<file path="config.mk">
export PLATFORM = sky130hd
export DESIGN_NAME = cordic_iter_ctrl
export DESIGN_NICKNAME = d
export VERILOG_FILES = /design/src/rtl/cordic_iter_ctrl.sv
export SDC_FILE = /design/constraint.sdc
export NUM_CORES = 1
export LEC_CHECK = 0
export CAP_MARGIN = 0
export CORE_MARGIN = 2
export CORE_UTILIZATION = 35
export CTS_CLUSTER_SIZE = 24
export DETAILED_ROUTE_END_ITERATION = 8
export PLACE_DENSITY = 0.77
export SYNTH_ARGS = -nofsm -noshare
export SYNTH_HDL_FRONTEND = slang
export SYNTH_SLANG_ARGS = --single-unit
</file>
<file path="constraint.sdc">
create_clock -name clk -period 2 [get_ports clk]
set_clock_uncertainty 0.05 [all_clocks]
set_input_delay 0.6 -clock clk [delete_from_list [all_inputs] [get_ports clk]]
set_output_delay 0.6 -clock clk [all_outputs]
set_load 0.01 [all_outputs]
</file>
<file path="src/rtl/cordic_iter_ctrl.sv">
// cordic_iter_ctrl: operand sequencer for the iterative CORDIC core.
// Accepts one float32 operand, hands it to the unpacker, captures the unpacked
// angle/sign/special flag, then strobes the single-stage datapath ITERS times
// before presenting the result over a valid/ready handshake.
module cordic_iter_ctrl #(
  parameter int ITERS = 16,
  parameter int IW    = 5
) (
  input  logic          clk,
  input  logic          reset,
  input  logic          in_valid,
  output logic          in_ready,
  input  logic [31:0]   in_data,
  output logic [31:0]   unp_data,
  input  logic [31:0]   unp_result,
  input  logic          unp_sign,
  input  logic          unp_special,
  output logic          dp_load,
  output logic          dp_en,
  output logic [IW-1:0] dp_iter,
  output logic [31:0]   dp_angle,
  output logic          out_valid,
  input  logic          out_ready,
  output logic          out_sign,
  output logic          out_special,
  output logic          busy
);

  typedef enum logic [1:0] {
    S_IDLE = 2'd0,
    S_LOAD = 2'd1,
    S_RUN  = 2'd2,
    S_DONE = 2'd3
  } state_t;

  localparam logic [IW-1:0] LAST_ITER = IW'(ITERS - 1);
  localparam logic [IW-1:0] ITER_ONE  = IW'(1);
  localparam logic [IW-1:0] ITER_ZERO = IW'(0);

  state_t        r_state;
  state_t        w_state_nxt;

  logic          r_in_ready,    w_in_ready_nxt;
  logic [31:0]   r_unp_data,    w_unp_data_nxt;
  logic          r_dp_en,       w_dp_en_nxt;
  logic [IW-1:0] r_dp_iter,     w_dp_iter_nxt;
  logic [31:0]   r_dp_angle,    w_dp_angle_nxt;
  logic          r_out_valid,   w_out_valid_nxt;
  logic          r_out_sign,    w_out_sign_nxt;
  logic          r_out_special, w_out_special_nxt;
  logic          r_busy,        w_busy_nxt;
  logic          w_dp_load;

  // Next-state logic and next values of every output register
  always_comb begin
    w_state_nxt       = r_state;
    w_in_ready_nxt    = r_in_ready;
    w_unp_data_nxt    = r_unp_data;
    w_dp_en_nxt       = r_dp_en;
    w_dp_iter_nxt     = r_dp_iter;
    w_dp_angle_nxt    = r_dp_angle;
    w_out_valid_nxt   = r_out_valid;
    w_out_sign_nxt    = r_out_sign;
    w_out_special_nxt = r_out_special;
    w_dp_load         = 1'b0;

    case (r_state)
      S_IDLE: begin
        if (in_valid) begin
          w_state_nxt    = S_LOAD;
          w_unp_data_nxt = in_data;
          w_in_ready_nxt = 1'b0;
        end else begin
          w_in_ready_nxt = 1'b1;
        end
      end

      S_LOAD: begin
        w_dp_angle_nxt    = unp_result;
        w_out_sign_nxt    = unp_sign;
        w_out_special_nxt = unp_special;
        if (unp_special) begin
          // Out-of-range operand: skip the datapath entirely
          w_state_nxt     = S_DONE;
          w_out_valid_nxt = 1'b1;
        end else begin
          // The special flag only exists once the operand sits in unp_data,
          // so the load strobe is decoded from the LOAD state and that flag.
          w_dp_load     = 1'b1;
          w_dp_iter_nxt = ITER_ZERO;
          w_dp_en_nxt   = 1'b1;
          w_state_nxt   = S_RUN;
        end
      end

      S_RUN: begin
        if (r_dp_iter == LAST_ITER) begin
          // dp_iter is left at the final index while the result is held
          w_state_nxt     = S_DONE;
          w_dp_en_nxt     = 1'b0;
          w_out_valid_nxt = 1'b1;
        end else begin
          w_dp_iter_nxt = r_dp_iter + ITER_ONE;
        end
      end

      S_DONE: begin
        if (out_ready) begin
          w_state_nxt       = S_IDLE;
          w_out_valid_nxt   = 1'b0;
          w_out_sign_nxt    = 1'b0;
          w_out_special_nxt = 1'b0;
          w_dp_iter_nxt     = ITER_ZERO;
          w_in_ready_nxt    = 1'b1;
        end else begin
          w_state_nxt = S_DONE;
        end
      end

      default: begin
        w_state_nxt     = S_IDLE;
        w_in_ready_nxt  = 1'b1;
        w_dp_en_nxt     = 1'b0;
        w_out_valid_nxt = 1'b0;
      end
    endcase

    w_busy_nxt = (w_state_nxt != S_IDLE);
  end

  // State register
  always_ff @(posedge clk) begin
    if (reset) begin
      r_state <= S_IDLE;
    end else begin
      r_state <= w_state_nxt;
    end
  end

  // Output and data registers
  always_ff @(posedge clk) begin
    if (reset) begin
      r_in_ready    <= 1'b1;
      r_unp_data    <= 32'h0000_0000;
      r_dp_en       <= 1'b0;
      r_dp_iter     <= ITER_ZERO;
      r_dp_angle    <= 32'h0000_0000;
      r_out_valid   <= 1'b0;
      r_out_sign    <= 1'b0;
      r_out_special <= 1'b0;
      r_busy        <= 1'b0;
    end else begin
      r_in_ready    <= w_in_ready_nxt;
      r_unp_data    <= w_unp_data_nxt;
      r_dp_en       <= w_dp_en_nxt;
      r_dp_iter     <= w_dp_iter_nxt;
      r_dp_angle    <= w_dp_angle_nxt;
      r_out_valid   <= w_out_valid_nxt;
      r_out_sign    <= w_out_sign_nxt;
      r_out_special <= w_out_special_nxt;
      r_busy        <= w_busy_nxt;
    end
  end

  assign in_ready    = r_in_ready;
  assign unp_data    = r_unp_data;
  assign dp_load     = w_dp_load;
  assign dp_en       = r_dp_en;
  assign dp_iter     = r_dp_iter;
  assign dp_angle    = r_dp_angle;
  assign out_valid   = r_out_valid;
  assign out_sign    = r_out_sign;
  assign out_special = r_out_special;
  assign busy        = r_busy;

endmodule
</file>
# After elaboration in Yosys (flattened, before gate mapping)
# Index checks and enable logic that the tools add are counted.
[word_totals]
output_inout_bits = 76
reg_bits = 77
word_cells = 55
input_bits = 70
[op_classes]
reduce_logical = 12
n_addsub = 1
eq_ne = 9
mux = 23
[ops]
columns = ["op", "count"]
rows = [
  ["$mux W5", 3],
  ["$pmux W5 S3", 1],
  ["$mux W1", 10],
  ["$ne A2 B2 Y1 const B", 5],
  ["$pmux W1 S2", 4],
  ["$pmux W2 S4", 1],
  ["$reduce_and A4 Y1", 2],
  ["$reduce_bool A2 Y1", 4],
  ["$mux W2", 3],
  ["$reduce_and A2 Y1", 3],
  ["$add A5 B1 Y5 const B", 1],
  ["$eq A5 B4 Y1 const B", 1],
  ["$eq A2 B2 Y1 const B", 2],
  ["$pmux W1 S3", 1],
  ["$reduce_and A3 Y1", 1],
  ["$reduce_bool A3 Y1", 1],
  ["$eq A2 B1 Y1 const B", 1],
  ["$logic_not A2 Y1", 1],
]

# Depth between registers and ports, before layout
# Gate-level depths: netlist of run 1.
[logic_depth]
ltp_word = 4
mapped_depth = 7
ltp_nobuf = 7

# Worst setup path after synthesis of run 1
# Ideal clock, no wire load.
[synth_path]
kind = "register to register"
start = "register r_dp_iter[0] (netlist: dp_iter[0])"
end = "register r_busy (netlist: busy)"
path_buffers = 0
path_slack_ns = 0.234
arrival_time_ns = 1.659
path_stages_with_launch = 8
synth_period_minus_slack_ns = 1.766
path_cell_list = "dfxtp_1 > ha_1 > and3_1 > ha_1 > nand2b_4 > a311oi_2 > and2_4 > or2_1"
[synth_via]
elab_chain_cells = 4
[synth_lines]
columns = ["element", "line", "rtl"]
rows = [
  ["start: declaration", "46", "logic [IW-1:0] r_dp_iter, w_dp_iter_nxt;"],
  ["start signal: assignment", "156", "r_dp_iter <= w_dp_iter_nxt;"],
  ["$eq A5 B4 Y1", "97", "if (r_dp_iter == LAST_ITER) begin"],
  ["$mux W2", "97", ""],
  ["$pmux W2 S4", "67", "case (r_state)"],
  ["$reduce_bool A2 Y1", "128", "w_busy_nxt = (w_state_nxt != S_IDLE);"],
  ["end signal: assignment", "161", "r_busy <= w_busy_nxt;"],
  ["end: declaration", "51", "logic r_busy, w_busy_nxt;"],
]
# Every way passes these cells.
# A chain may end at the register's enable or synchronous reset.

# Worst setup path in the final report of run 1
[layout_path]
start = "register r_dp_iter[3] (netlist: dp_iter[3])"
end = "output port dp_iter[3]"
[layout_lines]
columns = ["element", "line", "rtl"]
rows = [
  ["end: declaration", "20", "output logic [IW-1:0] dp_iter,"],
]
# No word-level cell between the ends.

==> results.yml, run 1 <==
status:
  status: "finished, final reports clean"
synth:
  synth_nets: 422
  yosysSeqAreaShare_pct: 54.8
  netlist_instances: 350
  syn-cell-area_um2: 2810
  synth_cell_types: 28
  synth_top_area_share_pct: 54.8
  synth-seq-cells: 77
  synth_edf_count: 0
  ys.flop_type: "dfxtp_1"
  async_flop_share_pct: 0
  yosys.area.top_type: "dfxtp_1"
  synth_area_leaders: "dfxtp_1 55%, nand2_1 18%, a21oi_1 12%"
  synth-warning-count: 0
  synth.avg_cell_area_um2: 8.03
pwr:
  p_leak_nw: 1.73
  pwr-share-seq_pct: 43.3
  p_per_area_nw_per_um2: 857
  p_int_mw: 3.00
  swShare_pct: 24.8
  p_sw_uw: 988
  clockPowerShare_pct: 34.7
  comb_power_share_pct: 22.0
  finalPower_mw: 3.99
  ir_drop_v: 0.000384
critical_path:
  path_cells: "clkdlybuf4s50_1"
  path_max_fanout: 4
  arrival_ps: 1280
  cp_top_family: "buffers and inverters"
  startpoint_type: "flop"
  worst_path_max_delay_cell: "clkdlybuf4s50_1"
  critPathKind: "flop to primary output"
  slowest_delay_ps: 560
  end_kind: "primary output"
  path_buf_inv: 1
  required_ps: 1350
global_routing:
  grt.overflow.total: 0
  antenna_found_initial: 0
  grt_pass1_vias: 2663
  grt_pass1_wl_um: 12300
  grt_max_degree: 39
  grt.total_usage_pct: 17.6
route:
  drt-initial-drc-count: 67
  dr_wl_met3_um: 467
  wl_met2_um: 4100
  wl_met1_um: 3330
  via_per_inst: 4.68
  wl_um: 8040
  drc: 0
  drtAntennaViolNets: 0
  num_vias: 2825
  topRoutingLayerUsed: "met4"
  routedWlPerCell_um: 13.3
  first_pass_iters: 7
placed_design:
  port_buffers: 145
  globalplace.congestion: 0.806
  hpwl_um: 5730
  dpl-instance-area_um2: 4390
  dp_cells: 586
final_layout:
  most-common-layout-cells: "141 x clkdlybuf4s50_1, 136 x nand2_1, 76 x dfxtp_1, 67 x a21oi_1, 13 x buf_4"
  multiInputGateArea_um2: 1150
  stdcell_area_um2: 4650
  fin_util_pct: 59.9
  drive_gt1_share_pct: 7.57
  layout_commonest_cell: "clkdlybuf4s50_1"
  antenna_cells: 0
  seq_area_um2: 1540
  n_fill_cell: 692
  area_growth_pct: 65.6
  final_cells: 604
  num-nets-final: 569
timing:
  fmax_mhz: 519
  hold_viol: 0
  slew_viol_final: 0
  setup_violations: 0
  hold-worst-slack_ps: 405
  period_share_pct: 96.3
  tightest_slew_ps: 337
  finalCriticalPeriod_ps: 1930
  grt_setup_unrepaired: "no"
  slew_headroom_pct: 77.5
floorplanning:
  initial_core_util_pct: 36.2
  num_rows: 32
  fp.dieW_um: 93.6
  die_h_um: 93.6
  coreArea_um2: 7770
  io-pin-count: 146
  die_area_um2: 8770
cts:
  cts-root-buf: "clkbuf_8"
  cts_max_path_buffers: 2
  cts_tree: "done"
  clock-sinks: 77
  cts_max_level: 3
  cts_hold_buf: 0
  clk_latency_ps: 320
  clkTransAtPathRegs_ps: 80
  cts_buffers: 9
job:
  cap_violations: 0
hold_path:
  hold_path.class: "flop to flop"
[cells by family after synthesis]
kind of cell    after synthesis  share of synthesized area, %
simple gates                159                          23.5
compound gates               83                          15.6
flops                        77                          54.8
buf+inv                      28                          4.90
fa+ha+maj                     2                         0.890
xor+xnor                      1                         0.312
[registers in the layout, summed over array words and instances (netlist names)]
name         cells
dp_angle        32
unp_data        32
dp_iter          5
r_state          2
busy             1
dp_en            1
in_ready         1
out_sign         1
out_special      1
out_valid        1
[synthesized netlist by cell type, drive strengths merged, types with 2 or more instances]
cell	number
a21oi	67
a22oi	3
a31oi	2
and2	2
buf	16
clkbuf	8
dfxtp	77
ha	2
inv	4
nand2	136
nand2b	2
nand3	2
nand4b	2
nor2	6
nor2b	3
o21ai	8
or3	2
[metal layers]
layer / vias up / track usage (%)
met3: 17 / 3.95
met4: 0 / 6.28
met1: 1298 / 20.0
li1: 1431 / -
met2: 79 / 32.3
met5: - / 0
[worst register-to-register path, stage by stage, from the launching register on]
cell and delay, ps:
dfxtp_1 380, ha_1 210, and3_1 180, ha_2 220
nand2b_4 80, a311oi_4 310, buf_4 170, nand2_1 50
o21ai_0 80
[cell type report]
| type | count | area share, % |
|---|---|---|
| repair buffers | 160 | 34.0 |
| flip-flops and latches | 77 | 33.1 |
| multi-input cells | 245 | 24.7 |
| clock buffers | 12 | 3.12 |
| well taps | 102 | 2.74 |
| clock inverters | 4 | 2.04 |
| inverters | 4 | 0.323 |
[what timing repair did]
action,CTS,global route
setup endpoints to repair,1,5
hold endpoints to repair,0,0
pin swaps,1,0
buffers inserted,2,0
resized for setup,5,4
[stage by stage]
step	TNS [ps]	worst slack [ps]
after CTS	0	1.91
after global placement	-441	-441
after detailed placement	-433	-433
after floorplan	0	234
final	0	73.1
after global routing	0	15.0
[power groups by stage]
stage | Combinational, mW | Clock (mW) | Sequential (mW)
floorplan | 0.331 | 0 | 1.83
global placement | 0.859 | 0 | 1.76
detailed placement | 0.876 | 0 | 1.76
CTS | 0.882 | 1.42 | 1.73
global route | 0.954 | 1.50 | 1.74
finish | 0.877 | 1.38 | 1.73
[final timing paths]
path                                            endpoint  cells after the start                      from  slack (ps)
worst max-delay path                          dp_iter[3]                      1   dp_iter[3]$_SDFFE_PP0P_          70
worst min-delay path            dp_angle[8]$_SDFFE_PP0N_                      2  dp_angle[8]$_SDFFE_PP0N_         410
worst max register to register   dp_iter[4]$_SDFFE_PP0P_                      8   dp_iter[1]$_SDFFE_PP0P_         190
worst min register to register  dp_angle[8]$_SDFFE_PP0N_                      2  dp_angle[8]$_SDFFE_PP0N_         410
Power figures use the tool's default switching activity.
==> run 2: changes to the inputs <==
--- a/config.mk
+++ b/config.mk
@@ -10,7 +10,9 @@
 export CORE_UTILIZATION = 35
 export CTS_CLUSTER_SIZE = 24
 export DETAILED_ROUTE_END_ITERATION = 8
-export PLACE_DENSITY = 0.77
+export DONT_BUFFER_PORTS = 1
+export PLACE_DENSITY = 0.54
+export REMOVE_ABC_BUFFERS = 1
 export SYNTH_ARGS = -nofsm -noshare
 export SYNTH_HDL_FRONTEND = slang
 export SYNTH_SLANG_ARGS = --single-unit
==> run 2 against run 1 <==
Compared with the run above: clock power fell by 17%; routed wire length fell by 18%; global-route usage fell by 3.4 points; die area did not move; core utilization fell by 20 points; largest cell class is now sequential cells; sequential cell count did not move.
==> results.yml, run 2 (synthesis gave the netlist of run 1 again) <==
status:
  status: "finished, final reports clean"
timing:
  period_share_pct: 94.7
  hold_viol: 0
  tns_ps: 0
  finalCriticalPeriod_ps: 1890
  tightest_slew_ps: 568
  setup_violations: 0
  slew_viol_final: 0
  setup_slack_ps: 105
  fmax_mhz: 528
  hold-worst-slack_ps: 271
  slew_headroom_pct: 62.1
  grt_setup_unrepaired: "no"
placed_design:
  dp_cells: 436
  dpl-instance-area_um2: 2890
  port_buffers: 0
  hpwl_um: 4410
  globalplace.congestion: 0.734
  post-place-ws_ps: 286
cts:
  cts_setup_buffers: 0
  cts_tree: "done"
  cts_buffers: 9
  cts_hold_buf: 0
  cts_max_path_buffers: 2
  cts-root-buf: "clkbuf_8"
  clk_latency_ps: 340
  clkTransAtPathRegs_ps: 90
  clock-sinks: 77
  cts_max_level: 3
  ctsResizeCount: 0
route:
  via_per_inst: 5.01
  drtAntennaViolNets: 0
  drt-initial-drc-count: 94
  wl_um: 6570
  first_pass_iters: 4
  num_vias: 2264
  routedWlPerCell_um: 14.5
  drc: 0
critical_path:
  worst_path_max_delay_cell: "dfxtp_1"
  timing.rr.start: "dp_iter[0]$_SDFFE_PP0P_"
  path_cells: "nor3b_2"
  startpoint_type: "flop"
  slowest_delay_ps: 490
  arrival_ps: 1240
  path_buf_inv: 0
  cp_top_family: "flip-flops"
  critPathKind: "flop to primary output"
  startpoint: "r_state[1]$_SDFF_PP0_"
  cp.depth: 1
  required_ps: 1350
  end_kind: "primary output"
  path_max_fanout: 16
  rr_worst_depth: 7
pwr:
  finalPower_mw: 3.34
  pwr-share-seq_pct: 54.6
  clockPowerShare_pct: 34.3
  p_sw_uw: 946
  comb_power_share_pct: 11.0
  p_int_mw: 2.39
  p_per_area_nw_per_um2: 1080
  p_leak_nw: 1.10
  ir_drop_v: 0.000355
  swShare_pct: 28.4
final_layout:
  area_growth_pct: 9.70
  n_fill_cell: 829
  multiInputGateArea_um2: 1130
  drive_gt1_share_pct: 7.71
  stdcell_area_um2: 3080
  most-common-layout-cells: "136 x nand2_1, 77 x dfxtp_1, 67 x a21oi_1, 9 x clkbuf_8, 8 x o21ai_0"
  layout_commonest_cell: "nand2_1"
  seq_area_um2: 1540
  fin_util_pct: 39.7
  antenna_cells: 0
  num-nets-final: 417
  final_cells: 452
global_routing:
  grt.total_usage_pct: 14.3
  grt_pass1_wl_um: 9740
  grt_max_degree: 74
  antenna_found_initial: 0
  grt_pass1_vias: 2049
  grt.overflow.total: 0
floorplanning:
  initial_core_util_pct: 36.2
  die_area_um2: 8770
  num_rows: 32
  coreArea_um2: 7770
  io-pin-count: 146
  fp.dieW_um: 93.6
  die_h_um: 93.6
hold_path:
  hold_path.class: "primary input to flop"
  whs_path_depth: 1
  worstHoldStart: "reset"
job:
  cap_violations: 0
run 2: changes by cell type in the layout (fill, tap and decap cells not counted), sizes merged:
cell,before,now
clkbuf,12,11
clkinvlp,0,3
dlymetal6s2s,1,0
buf,17,8
bufinv,3,1
dlygate4sd2,1,0
clkdlybuf4s50,141,0
run 2: path summary, 6_finish.rpt:
| check | slack, ps | end |
|---|---|---|
| max | 110 | dp_load |
| max reg2reg | 270 | dp_iter[0]$_SDFFE_PP0P_ |
| min | 270 | dp_angle[13]$_SDFFE_PP0N_ |
| min reg2reg | 450 | dp_angle[13]$_SDFFE_PP0N_ |
run 2: layout make-up:
type                            count  share of cell area (%)
Clock inverter                      5                    1.99
Inverter                            4                   0.487
Clock buffer                       11                    4.26
Timing Repair Buffer                8                    2.35
Sequential cell                    77                    50.0
Multi-Input combinational cell    245                    36.8
Tap cell                          102                    4.14
run 2: routing by layer:
layer  GRT usage, %  vias up  part of all wire (%)
li1               -     1129                     -
met1           17.4     1022                    42
met2           22.1      103                    45
met3           5.72       10                    11
met4           6.52        0                   1.8
met5              0        -                     0
run 2: power by group through the flow:
stage | clock network, mW | logic, mW | registers [mW]
detailed placement | 0 | 0.375 | 1.86
floorplan | 0 | 0.262 | 1.83
global route | 1.25 | 0.427 | 1.84
finish | 1.15 | 0.368 | 1.82
CTS | 1.19 | 0.374 | 1.82
global placement | 0 | 0.363 | 1.86
==> run 3: changes to the inputs <==
==> constraint.sdc (replaced) <==
create_clock -name clk -period 2 [get_ports clk]
set_clock_uncertainty 0.05 [all_clocks]
set_input_delay 0.6 -clock clk [delete_from_list [all_inputs] [get_ports clk]]
set_output_delay 0.6 -clock clk [all_outputs]
set_load 0.05 [all_outputs]
==> run 3 against run 2 <==
Compared with the run above: die area unchanged; maximum frequency shrank 1.3%; critical path depth increased by 1; combinational power up 5.7%; worst setup slack worse by 25 ps; final cell count grew 0.66%; worst hold slack gained 6.2 ps; largest power group unchanged.
==> results.yml, run 3 (synthesis gave the netlist of run 1 again) <==
floorplanning:
  num_rows: 32
  initial_core_util_pct: 36.2
  io-pin-count: 146
  coreArea_um2: 7770
  die_h_um: 93.6
  die_area_um2: 8770
  fp.dieW_um: 93.6
status:
  status: "finished, final reports clean"
critical_path:
  reg2reg_to: "dp_iter[4]$_SDFFE_PP0P_"
  rrSetupSlack_ps: 290
  path_buf_inv: 1
  slowest_delay_ps: 420
  path_cells: "nor3b_2, buf_4"
  startpoint_type: "flop"
  timing.rr.start: "dp_iter[0]$_SDFFE_PP0P_"
  cp_top_family: "flip-flops"
  arrival_ps: 1270
  worst_path_max_delay_cell: "dfxtp_2"
  end_kind: "primary output"
  path_max_fanout: 16
  required_ps: 1350
  critPathKind: "flop to primary output"
  rr_worst_depth: 8
global_routing:
  grt.overflow.total: 0
  grt_pass1_wl_um: 10000
  grt_pass1_vias: 2009
  antenna_found_initial: 0
  grt_max_degree: 74
  grt.total_usage_pct: 14.6
hold_path:
  hold_path.class: "primary input to flop"
  whs_path_depth: 1
  holdPathEnd: "dp_angle[5]$_SDFFE_PP0N_"
  worstHoldStart: "reset"
placed_design:
  dpl-instance-area_um2: 2920
  port_buffers: 0
  globalplace.congestion: 0.777
  dp_cells: 440
  hpwl_um: 4420
  post-place-ws_ps: 304
pwr:
  p_leak_nw: 1.12
  p_per_area_nw_per_um2: 1200
  ir_drop_v: 0.000409
  finalPower_mw: 3.73
final_layout:
  most-common-layout-cells: "136 x nand2_1, 76 x dfxtp_1, 67 x a21oi_1, 11 x buf_4, 10 x clkbuf_8"
  fin_util_pct: 40.2
  seq_area_um2: 1540
  antenna_cells: 0
  drive_gt1_share_pct: 9.35
  stdcell_area_um2: 3120
  multiInputGateArea_um2: 1130
  num-nets-final: 421
  layout_commonest_cell: "nand2_1"
  n_fill_cell: 802
  final_cells: 455
  area_growth_pct: 11.0
cts:
  cts-root-buf: "clkbuf_8"
  ctsResizeCount: 1
  cts_hold_buf: 0
  cts_setup_buffers: 0
  cts_max_level: 3
  cts_tree: "done"
  clk_latency_ps: 340
  cts_buffers: 9
  clock-sinks: 77
  cts_max_path_buffers: 2
  clkTransAtPathRegs_ps: 80
route:
  wl_met1_um: 2760
  drtAntennaViolNets: 0
  wl_met2_um: 2950
  topRoutingLayerUsed: "met4"
  drc: 0
  dr_wl_met3_um: 835
  drt-initial-drc-count: 64
  via_per_inst: 4.95
  wl_um: 6640
  routedWlPerCell_um: 14.6
  first_pass_iters: 4
  num_vias: 2253
timing:
  finalCriticalPeriod_ps: 1920
  tightest_slew_ps: 547
  slew_headroom_pct: 63.5
  hold_viol: 0
  tns_ps: 0
  slew_viol_final: 0
  period_share_pct: 96.0
  setup_violations: 0
  setup_slack_ps: 80.3
  hold-worst-slack_ps: 277
  grt_setup_unrepaired: "no"
  fmax_mhz: 521
job:
  cap_violations: 0
run 3: changes by cell type in the layout (fill, tap and decap cells not counted):
| cell | delta |
|---|---|
| clkbuf_8 | +1 |
| buf_4 | +4 |
| dfxtp_1 | -1 |
| dfxtp_2 | +1 |
| clkbuf_1 | -2 |
run 3: report_power, final:
group	total [mW]	internal (mW)	switching [mW]
Sequential	2.18	1.66	0.519
Clock	1.16	0.605	0.556
Combinational	0.389	0.149	0.241
run 3: worst reg2reg max path, stage by stage, from the launching register on:
cell	delay, ps
dfxtp_1	340
ha_1	180
and3_1	160
ha_1	220
nand2b_4	90
a311oi_2	290
buf_4	170
nand2_1	50
o21ai_0	80
run 3: how the worst max path moves through the flow:
| stage | from | endpoint | cells past startpoint | slack (ps) |
|---|---|---|---|---|
| 2_1_floorplan | r_state[0]$_SDFF_PP0_ | out_sign$_SDFFE_PP0P_ | 3 | -140 |
| 3_3_place_gp | unp_special | dp_load | 2 | 320 |
| 3_5_place_dp | dp_iter[0]$_SDFFE_PP0P_ | busy$_SDFF_PP0_ | 7 | 300 |
| 4_1_cts | r_state[1]$_SDFF_PP0_ | dp_load | 2 | 80 |
| 5_1_grt | r_state[1]$_SDFF_PP0_ | dp_load | 2 | 4 |
| 6_report | r_state[1]$_SDFF_PP0_ | dp_load | 2 | 80 |
run 3: metal layers:
layer	vias up	global-route usage, %
met4	0	6.52
met1	1004	17.6
met2	105	22.2
met5	-	0
li1	1137	-
met3	7	6.85
run 3: layout make-up:
type | instances | area share, %
clock inverter | 5 | 1.96
timing repair buffer | 12 | 3.29
sequential | 77 | 49.4
clock buffer | 10 | 4.41
multi-input combinational | 245 | 36.4
tap | 102 | 4.09
inverter | 4 | 0.481
